### src/rtl/alu_pkg.sv
// Shared definitions for the ALU result stage: unit tags, result-entry layout, helpers.
// Build option ALU_RESULT_PARITY_EN adds a per-entry parity bit above the data field.
package alu_pkg;

    localparam int DEFAULT_WIDTH = 16;

    // Unit tags, same encoding as the ALU_FUN field that drives the decoder
    localparam logic [1:0] ARITH = 2'b00;
    localparam logic [1:0] LOGIC = 2'b01;
    localparam logic [1:0] CMP   = 2'b10;
    localparam logic [1:0] SHIFT = 2'b11;

    localparam int TAG_W     = 2;
    localparam int ZERO_OFS  = 0;
    localparam int CARRY_OFS = 1;
    localparam int TAG_OFS   = 2;
    localparam int DATA_OFS  = 4;

`ifdef ALU_RESULT_PARITY_EN
    localparam int PAR_W = 1;
`else
    localparam int PAR_W = 0;
`endif

    function automatic int entry_w(input int width);
        return DATA_OFS + width + PAR_W;
    endfunction

    function automatic logic is_onehot4(input logic [3:0] v);
        return (v != 4'd0) && ((v & (v - 4'd1)) == 4'd0);
    endfunction

endpackage

### src/rtl/alu_result_stage_if.sv
// Decoder-side inputs and consumer-side handshake of the ALU result stage.
// Parity_OUT exists only when ALU_RESULT_PARITY_EN is defined.
interface alu_result_stage_if #(
    parameter int WIDTH = alu_pkg::DEFAULT_WIDTH,
    parameter int ERR_W = 8
);
    logic             Arith_En;
    logic             Logic_En;
    logic             CMP_En;
    logic             Shift_En;
    logic [WIDTH-1:0] Arith_OUT;
    logic             Carry_OUT;
    logic [WIDTH-1:0] Logic_OUT;
    logic [WIDTH-1:0] CMP_OUT;
    logic [WIDTH-1:0] Shift_OUT;
    logic             In_Valid;
    logic             In_Ready;
    logic [WIDTH-1:0] ALU_OUT;
    logic [1:0]       Unit_Tag;
    logic             Carry_Flag;
    logic             Zero_Flag;
    logic             Out_Valid;
    logic             Out_Ready;
    logic             Sel_Err;
    logic [ERR_W-1:0] Err_Cnt;
`ifdef ALU_RESULT_PARITY_EN
    logic             Parity_OUT;
`endif

    modport slave (
`ifdef ALU_RESULT_PARITY_EN
        output Parity_OUT,
`endif
        input  Arith_En, Logic_En, CMP_En, Shift_En,
        input  Arith_OUT, Carry_OUT, Logic_OUT, CMP_OUT, Shift_OUT,
        input  In_Valid, Out_Ready,
        output In_Ready, ALU_OUT, Unit_Tag, Carry_Flag, Zero_Flag,
        output Out_Valid, Sel_Err, Err_Cnt
    );

    modport master (
`ifdef ALU_RESULT_PARITY_EN
        input  Parity_OUT,
`endif
        output Arith_En, Logic_En, CMP_En, Shift_En,
        output Arith_OUT, Carry_OUT, Logic_OUT, CMP_OUT, Shift_OUT,
        output In_Valid, Out_Ready,
        input  In_Ready, ALU_OUT, Unit_Tag, Carry_Flag, Zero_Flag,
        input  Out_Valid, Sel_Err, Err_Cnt
    );

endinterface

### src/rtl/alu_result_fifo.sv
// Generic WIDTH x DEPTH synchronous FIFO with a registered head output.
// DEPTH must be a power of two so the pointers wrap by overflow.
module alu_result_fifo #(
    parameter int WIDTH = 16,
    parameter int DEPTH = 2
) (
    input  logic             clk,
    input  logic             rst,
    input  logic             push,
    input  logic [WIDTH-1:0] wdata,
    input  logic             pop,
    output logic             full,
    output logic             empty,
    output logic [WIDTH-1:0] rdata
);
    localparam int PTR_W = (DEPTH > 1) ? $clog2(DEPTH) : 1;
    localparam int CNT_W = $clog2(DEPTH + 1);
    localparam logic [CNT_W-1:0] FULL_CNT = CNT_W'(DEPTH);

    logic [WIDTH-1:0] mem_q [DEPTH];
    logic [WIDTH-1:0] mem_d [DEPTH];
    logic [PTR_W-1:0] wr_ptr_q, wr_ptr_d;
    logic [PTR_W-1:0] rd_ptr_q, rd_ptr_d;
    logic [CNT_W-1:0] cnt_q, cnt_d;
    logic [WIDTH-1:0] head_q, head_d;
    logic             do_push;
    logic             do_pop;

    assign full    = (cnt_q == FULL_CNT);
    assign empty   = (cnt_q == '0);
    assign do_push = push & ~full;
    assign do_pop  = pop & ~empty;
    assign rdata   = head_q;

    always_comb begin
        mem_d    = mem_q;
        wr_ptr_d = wr_ptr_q;
        rd_ptr_d = rd_ptr_q;
        cnt_d    = cnt_q;
        head_d   = head_q;
        if (do_push) begin
            mem_d[wr_ptr_q] = wdata;
            wr_ptr_d        = wr_ptr_q + 1'b1;
        end
        if (do_pop) begin
            rd_ptr_d = rd_ptr_q + 1'b1;
        end
        case ({do_push, do_pop})
            2'b10:   cnt_d = cnt_q + 1'b1;
            2'b01:   cnt_d = cnt_q - 1'b1;
            default: cnt_d = cnt_q;
        endcase
        // Reading the next-state array forwards a push that lands on the new head;
        // when the FIFO drains, the head keeps the last popped entry.
        if (cnt_d != '0) begin
            head_d = mem_d[rd_ptr_d];
        end
    end

    always_ff @(posedge clk) begin
        if (rst) begin
            for (int i = 0; i < DEPTH; i++) begin
                mem_q[i] <= '0;
            end
            wr_ptr_q <= '0;
            rd_ptr_q <= '0;
            cnt_q    <= '0;
            head_q   <= '0;
        end else begin
            mem_q    <= mem_d;
            wr_ptr_q <= wr_ptr_d;
            rd_ptr_q <= rd_ptr_d;
            cnt_q    <= cnt_d;
            head_q   <= head_d;
        end
    end

endmodule

### src/rtl/alu_result_stage.sv
// ALU result stage: selects the enabled unit's result, tags/flags it, queues it, counts bad selects.
// Defining ALU_RESULT_PARITY_EN adds Parity_OUT, stored per entry at capture.
module alu_result_stage
    import alu_pkg::*;
#(
    parameter int WIDTH = DEFAULT_WIDTH,
    parameter int DEPTH = 2,
    parameter int ERR_W = 8
) (
    input logic               CLK,
    input logic               RST,
    alu_result_stage_if.slave bus
);
    localparam int ENTRY_W = entry_w(WIDTH);
    localparam logic [ERR_W-1:0] ERR_MAX = '1;

    logic [3:0]         en_vec;
    logic               sel_ok;
    logic [WIDTH-1:0]   sel_result;
    logic [1:0]         sel_tag;
    logic [ENTRY_W-1:0] entry_in;
    logic [ENTRY_W-1:0] entry_head;
    logic               fifo_full;
    logic               fifo_empty;
    logic               push;
    logic               pop;
    logic               sel_err_q, sel_err_d;
    logic [ERR_W-1:0]   err_cnt_q, err_cnt_d;

    assign en_vec = {bus.Shift_En, bus.CMP_En, bus.Logic_En, bus.Arith_En};
    assign sel_ok = is_onehot4(en_vec);

    always_comb begin
        sel_result = bus.Arith_OUT;
        sel_tag    = ARITH;
        case (en_vec)
            4'b0010: begin
                sel_result = bus.Logic_OUT;
                sel_tag    = LOGIC;
            end
            4'b0100: begin
                sel_result = bus.CMP_OUT;
                sel_tag    = CMP;
            end
            4'b1000: begin
                sel_result = bus.Shift_OUT;
                sel_tag    = SHIFT;
            end
            default: begin
                sel_result = bus.Arith_OUT;
                sel_tag    = ARITH;
            end
        endcase
    end

    always_comb begin
        entry_in                      = '0;
        entry_in[ZERO_OFS]            = (sel_result == '0);
        entry_in[CARRY_OFS]           = bus.Carry_OUT & bus.Arith_En;
        entry_in[TAG_OFS +: TAG_W]    = sel_tag;
        entry_in[DATA_OFS +: WIDTH]   = sel_result;
`ifdef ALU_RESULT_PARITY_EN
        entry_in[DATA_OFS + WIDTH]    = ^sel_result;
`endif
    end

    // In_Ready depends only on stored occupancy, never on Out_Ready
    assign bus.In_Ready = ~fifo_full;
    assign push         = bus.In_Valid & ~fifo_full & sel_ok;
    assign pop          = ~fifo_empty & bus.Out_Ready;

    alu_result_fifo #(
        .WIDTH (ENTRY_W),
        .DEPTH (DEPTH)
    ) u_fifo (
        .clk   (CLK),
        .rst   (RST),
        .push  (push),
        .wdata (entry_in),
        .pop   (pop),
        .full  (fifo_full),
        .empty (fifo_empty),
        .rdata (entry_head)
    );

    assign bus.Out_Valid  = ~fifo_empty;
    assign bus.ALU_OUT    = entry_head[DATA_OFS +: WIDTH];
    assign bus.Unit_Tag   = entry_head[TAG_OFS +: TAG_W];
    assign bus.Carry_Flag = entry_head[CARRY_OFS];
    assign bus.Zero_Flag  = entry_head[ZERO_OFS];
`ifdef ALU_RESULT_PARITY_EN
    assign bus.Parity_OUT = entry_head[DATA_OFS + WIDTH];
`endif

    always_comb begin
        sel_err_d = bus.In_Valid & ~sel_ok;
        err_cnt_d = err_cnt_q;
        if (sel_err_d && (err_cnt_q != ERR_MAX)) begin
            err_cnt_d = err_cnt_q + 1'b1;
        end
    end

    always_ff @(posedge CLK) begin
        if (RST) begin
            sel_err_q <= 1'b0;
            err_cnt_q <= '0;
        end else begin
            sel_err_q <= sel_err_d;
            err_cnt_q <= err_cnt_d;
        end
    end

    assign bus.Sel_Err = sel_err_q;
    assign bus.Err_Cnt = err_cnt_q;

endmodule

### src/flat_wrapper.sv
// flat-port wrapper written by rule: the top's interface ports become plain ports
module alu_result_stage_flat import alu_pkg::*;
#(
    parameter int WIDTH = DEFAULT_WIDTH,
    parameter int DEPTH = 2,
    parameter int ERR_W = 8
)
  (CLK, RST, bus_Arith_En, bus_Logic_En, bus_CMP_En, bus_Shift_En, bus_Arith_OUT, bus_Carry_OUT, bus_Logic_OUT, bus_CMP_OUT, bus_Shift_OUT, bus_In_Valid, bus_Out_Ready, bus_In_Ready, bus_ALU_OUT, bus_Unit_Tag, bus_Carry_Flag, bus_Zero_Flag, bus_Out_Valid, bus_Sel_Err, bus_Err_Cnt);
  alu_result_stage_if #(.WIDTH(WIDTH), .ERR_W(ERR_W)) bus_i ();
  input logic CLK;
  input logic RST;
  input wire logic [$bits(bus_i.Arith_En)-1:0] bus_Arith_En;
  input wire logic [$bits(bus_i.Logic_En)-1:0] bus_Logic_En;
  input wire logic [$bits(bus_i.CMP_En)-1:0] bus_CMP_En;
  input wire logic [$bits(bus_i.Shift_En)-1:0] bus_Shift_En;
  input wire logic [$bits(bus_i.Arith_OUT)-1:0] bus_Arith_OUT;
  input wire logic [$bits(bus_i.Carry_OUT)-1:0] bus_Carry_OUT;
  input wire logic [$bits(bus_i.Logic_OUT)-1:0] bus_Logic_OUT;
  input wire logic [$bits(bus_i.CMP_OUT)-1:0] bus_CMP_OUT;
  input wire logic [$bits(bus_i.Shift_OUT)-1:0] bus_Shift_OUT;
  input wire logic [$bits(bus_i.In_Valid)-1:0] bus_In_Valid;
  input wire logic [$bits(bus_i.Out_Ready)-1:0] bus_Out_Ready;
  output wire logic [$bits(bus_i.In_Ready)-1:0] bus_In_Ready;
  output wire logic [$bits(bus_i.ALU_OUT)-1:0] bus_ALU_OUT;
  output wire logic [$bits(bus_i.Unit_Tag)-1:0] bus_Unit_Tag;
  output wire logic [$bits(bus_i.Carry_Flag)-1:0] bus_Carry_Flag;
  output wire logic [$bits(bus_i.Zero_Flag)-1:0] bus_Zero_Flag;
  output wire logic [$bits(bus_i.Out_Valid)-1:0] bus_Out_Valid;
  output wire logic [$bits(bus_i.Sel_Err)-1:0] bus_Sel_Err;
  output wire logic [$bits(bus_i.Err_Cnt)-1:0] bus_Err_Cnt;
  assign bus_i.Arith_En = bus_Arith_En;
  assign bus_i.Logic_En = bus_Logic_En;
  assign bus_i.CMP_En = bus_CMP_En;
  assign bus_i.Shift_En = bus_Shift_En;
  assign bus_i.Arith_OUT = bus_Arith_OUT;
  assign bus_i.Carry_OUT = bus_Carry_OUT;
  assign bus_i.Logic_OUT = bus_Logic_OUT;
  assign bus_i.CMP_OUT = bus_CMP_OUT;
  assign bus_i.Shift_OUT = bus_Shift_OUT;
  assign bus_i.In_Valid = bus_In_Valid;
  assign bus_i.Out_Ready = bus_Out_Ready;
  assign bus_In_Ready = bus_i.In_Ready;
  assign bus_ALU_OUT = bus_i.ALU_OUT;
  assign bus_Unit_Tag = bus_i.Unit_Tag;
  assign bus_Carry_Flag = bus_i.Carry_Flag;
  assign bus_Zero_Flag = bus_i.Zero_Flag;
  assign bus_Out_Valid = bus_i.Out_Valid;
  assign bus_Sel_Err = bus_i.Sel_Err;
  assign bus_Err_Cnt = bus_i.Err_Cnt;
  alu_result_stage #(.WIDTH(WIDTH), .DEPTH(DEPTH), .ERR_W(ERR_W)) u_core (.CLK(CLK), .RST(RST), .bus(bus_i));
endmodule
### config.mk
export PLATFORM = sky130hd
export DESIGN_NAME = alu_result_stage_flat
export DESIGN_NICKNAME = d
export VERILOG_FILES = /design/src/rtl/alu_pkg.sv /design/src/rtl/alu_result_stage_if.sv /design/src/rtl/alu_result_fifo.sv /design/src/rtl/alu_result_stage.sv /design/src/flat_wrapper.sv
export SDC_FILE = /design/constraint.sdc
export NUM_CORES = 1
export LEC_CHECK = 0
export BUFFER_PORTS_ARGS = -buffer_cell sky130_fd_sc_hd__buf_2
export CAP_MARGIN = 20
export CORE_ASPECT_RATIO = 2
export CORE_UTILIZATION = 47
export DETAILED_ROUTE_END_ITERATION = 10
export GPL_ROUTABILITY_DRIVEN = 1
export PLACE_DENSITY = 0.76
export SYNTH_ARGS = -nofsm -noshare
export SYNTH_HDL_FRONTEND = slang
export SYNTH_SLANG_ARGS = --single-unit
### constraint.sdc
create_clock -name CLK -period 3.55 [get_ports CLK]
set_clock_uncertainty 0.05 [all_clocks]
set_input_delay 0.8875 -clock CLK [delete_from_list [all_inputs] [get_ports CLK]]
set_output_delay 0.8875 -clock CLK [all_outputs]
set_load 0.01 [all_outputs]
==> run metrics <==
Hold/Removal Path Class=reg2reg; Final Cycle Share=89.6%; Max Clock Freq=314 MHz; Synth area leader=dfxtp_1; PD cells=527 mW/mm2; largest net degree at the start of global routing=48; complex-gate fraction of the synthesized area=19.0%; mean post-synth cell area=9.23 um2; post-synthesis xor/xnor area fraction=2.98%; final hold vios=0; # rows=45; critical path launch point type=primary input; antenna violations before repair=0; initial DRC count=120; Core Util, Final=61.7%; Primary FF master, synth=dfxtp_1; # IOs=104; post-route minimum period=approximately 3200 ps; outcome=finished clean; TritonCTS clock tree=yes; adder-cell share of the synthesized area=0.663%; Port Buf Inserts=slightly above 100; Max Cap Viol=0; Root Buffer=clkbuf_16; Worst-Skew Late Latency=330 ps; simple-gate share of the synthesized area=19.3%; fillcell total=660; Seq. cell area=approximately 0.0015 mm2; initial core utilization=approximately half; area of the mapped netlist=~0.0038 mm2; layout cells sized above 1=33.7%; mux cell area share after synthesis=between 10 and 15%; clock buffer depth=2; Warnings, synthesis=0; Gate Count Post-Synth=409; crit-path leading delay family=buffers and inverters; Worst IR Drop VDD=0.398 mV; Worst path max stage delay=390 ps; CP max FO=38; clk sinks=73; Die H=between 100 and 150 um; worst path bufs/invs=3; Mapped Nets=484; clock slew at reported path FFs=50 ps; vias in the first global route=3306; Worst-Margin Slew=893 ps; Critical-path top delay cell=buf_4; Die X=65.4 um; overall global routing resource usage=23.5%; Crit path arrival time=3310 ps; ANT cells=0; largest cells by area after synthesis=dfxtp_1 39%, mux2i_1 9.3%, nor2_1 7.2%; CTS buffer count=9; post-synth top area share=38.7%; CORE AREA=between 0.007 and 0.008 mm2; commonest cells after routing, fill and taps aside=103 x buf_2, 73 x dfxtp_1, 72 x nor2_1, 35 x mux2i_1, 23 x nand2_1; RSZ-0062 raised after global routing=no; fin. max-slew vios=0; Worst Setup End Kind=flip-flop; leak pwr=1.93 nW; Total Wirelength=9330 um; RePlAce Congestion=0.930; vias per cell=5.55; largest family of logic cells by synthesized area=simple AND/OR/NAND/NOR gates; WS Path Type=in2reg; area of the multi-input gates=0.00212 mm2; Detail Route Antenna Nets=0; Post-CTS Setup Bufs=0; Post-synth EDFFs=0; most common cell after layout, fill and taps aside=buf_2; register bit count reported by yosys=73; Critical Path, Cell by Cell=buf_2 > nor4b_2 > a211oi_4 > nor2_1 > inv_1 > ha_1 > nor2b_1 > a21oi_1 > o21a_1 > buf_4 > mux2i_1 > o22ai_1; cts hold-fix bufs=0; FFs w/ async S/R, synth=0%; htree depth=3; routed vias=3386; die footprint=0.00841 mm2; sequential area share after synthesis=38.7%; Netlist cell types=just over 50; total chip power=0.00249 W; Synth-to-Final Area Change=25.3%; first-pass GRT wire length=15400 um; Residual DRC=0; post-DR wirelength/cell=between 15 and 20 um; final setup fails=0; drt first pass iters=4; total congestion overflow=0; CP required=3680 ps; Max-slew headroom=between 40% and 50%; # nets final=586; DP Wirelength=just over 7000 um; CTS resizes=0
==> flip-flops by register name, indices dropped and copies added (netlist names) <==
name	cells
u_core.bus.Err_Cnt	8
u_core.bus.Sel_Err	1
u_core.u_fifo.cnt_q	2
u_core.u_fifo.mem_q	40
u_core.u_fifo.rd_ptr_q	1
u_core.u_fifo.rdata	20
u_core.u_fifo.wr_ptr_q	1
==> routing by layer <==
metal  global-route usage (%)  share of wire, %  vias up
met5                        0                 0        -
met4                     10.1               2.1        0
met3                     4.34               4.5       13
met2                     44.0                55       96
met1                     24.4                39     1602
li1                         -                 -     1675
==> metrics by stage <==
stage	setup slack [ps]	area (um2)	setup TNS, ps	hold slack [ps]	instances
2_1_floorplan	-68.0	3780	-680	387	409
3_3_place_gp	198	4400	0	399	594
3_5_place_dp	47.9	4400	0	399	594
4_1_cts	378	4730	0	421	610
5_1_grt	143	4730	0	441	610
6_report	369	4730	0	422	610
==> layout make-up <==
type / instances / share of cell area (%)
flip-flops and latches: 73 / 30.9
inverters: 14 / 1.11
multi-input cells: 295 / 44.9
clock buffers: 12 / 5.43
well taps: 94 / 2.49
repair buffers: 118 / 13.6
clock inverters: 4 / 1.59
==> logic make-up (layout without fill, tap and decap cells) <==
logic type      Yosys count  in the layout
simple gates            147            147
flops                    73             73
fa+ha+maj                 2              2
xor+xnor                 12             12
compound gates           83             83
buf+inv                  41            148
mux                      51             51
==> worst register-to-register path, stage by stage, from the launching register on <==
cell      delay (ps)
dfxtp_1          400
nand2b_1         160
nand2_1           90
nor2_1           150
inv_1            120
ha_1             350
nor2b_1          160
a21oi_1          130
o21a_1           120
buf_4            390
mux2i_1          240
o22ai_1           80
==> path summary, 6_finish.rpt <==
| path | endpoint | slack (ps) | cells past startpoint | startpoint |
|---|---|---|---|---|
| min reg2reg | u_core.u_fifo.rdata[3]$_SDFFE_PP0P_ | 420 | 2 | u_core.u_fifo.rdata[3]$_SDFFE_PP0P_ |
| max reg2reg | u_core.u_fifo.rdata[0]$_SDFFE_PP0P_ | 970 | 11 | u_core.u_fifo.cnt_q[0]$_SDFF_PP0_ |
| min | u_core.u_fifo.rdata[3]$_SDFFE_PP0P_ | 420 | 2 | u_core.u_fifo.rdata[3]$_SDFFE_PP0P_ |
| max | u_core.u_fifo.rdata[0]$_SDFFE_PP0P_ | 370 | 12 | bus_Arith_En |
==> Yosys cell counts (4+ instances only) <==
master,n
dfxtp_1,73
nor2_1,72
mux2i_1,35
nand2_1,23
a211oi_2,16
clkbuf_1,16
mux2_2,15
inv_1,14
a21oi_1,12
o221ai_1,10
a221o_1,9
a22o_1,9
nor2b_1,8
a22oi_1,7
o21ai_0,7
and2_1,6
and3_1,6
nor4_1,6
xor2_1,6
nand3_1,5
xnor2_1,5
nand4_1,4
==> report_power, final <==
| part | total (W) | switching (W) | leakage (nW) | internal [W] |
|---|---|---|---|---|
| sequential | 0.000934 | 0.0000446 | 0.593 | 0.000889 |
| clock | 0.000975 | 0.000322 | 0.155 | 0.000653 |
| combinational | 0.000581 | 0.000330 | 1.18 | 0.000250 |
No activity file was read; power rests on OpenSTA's default activity.
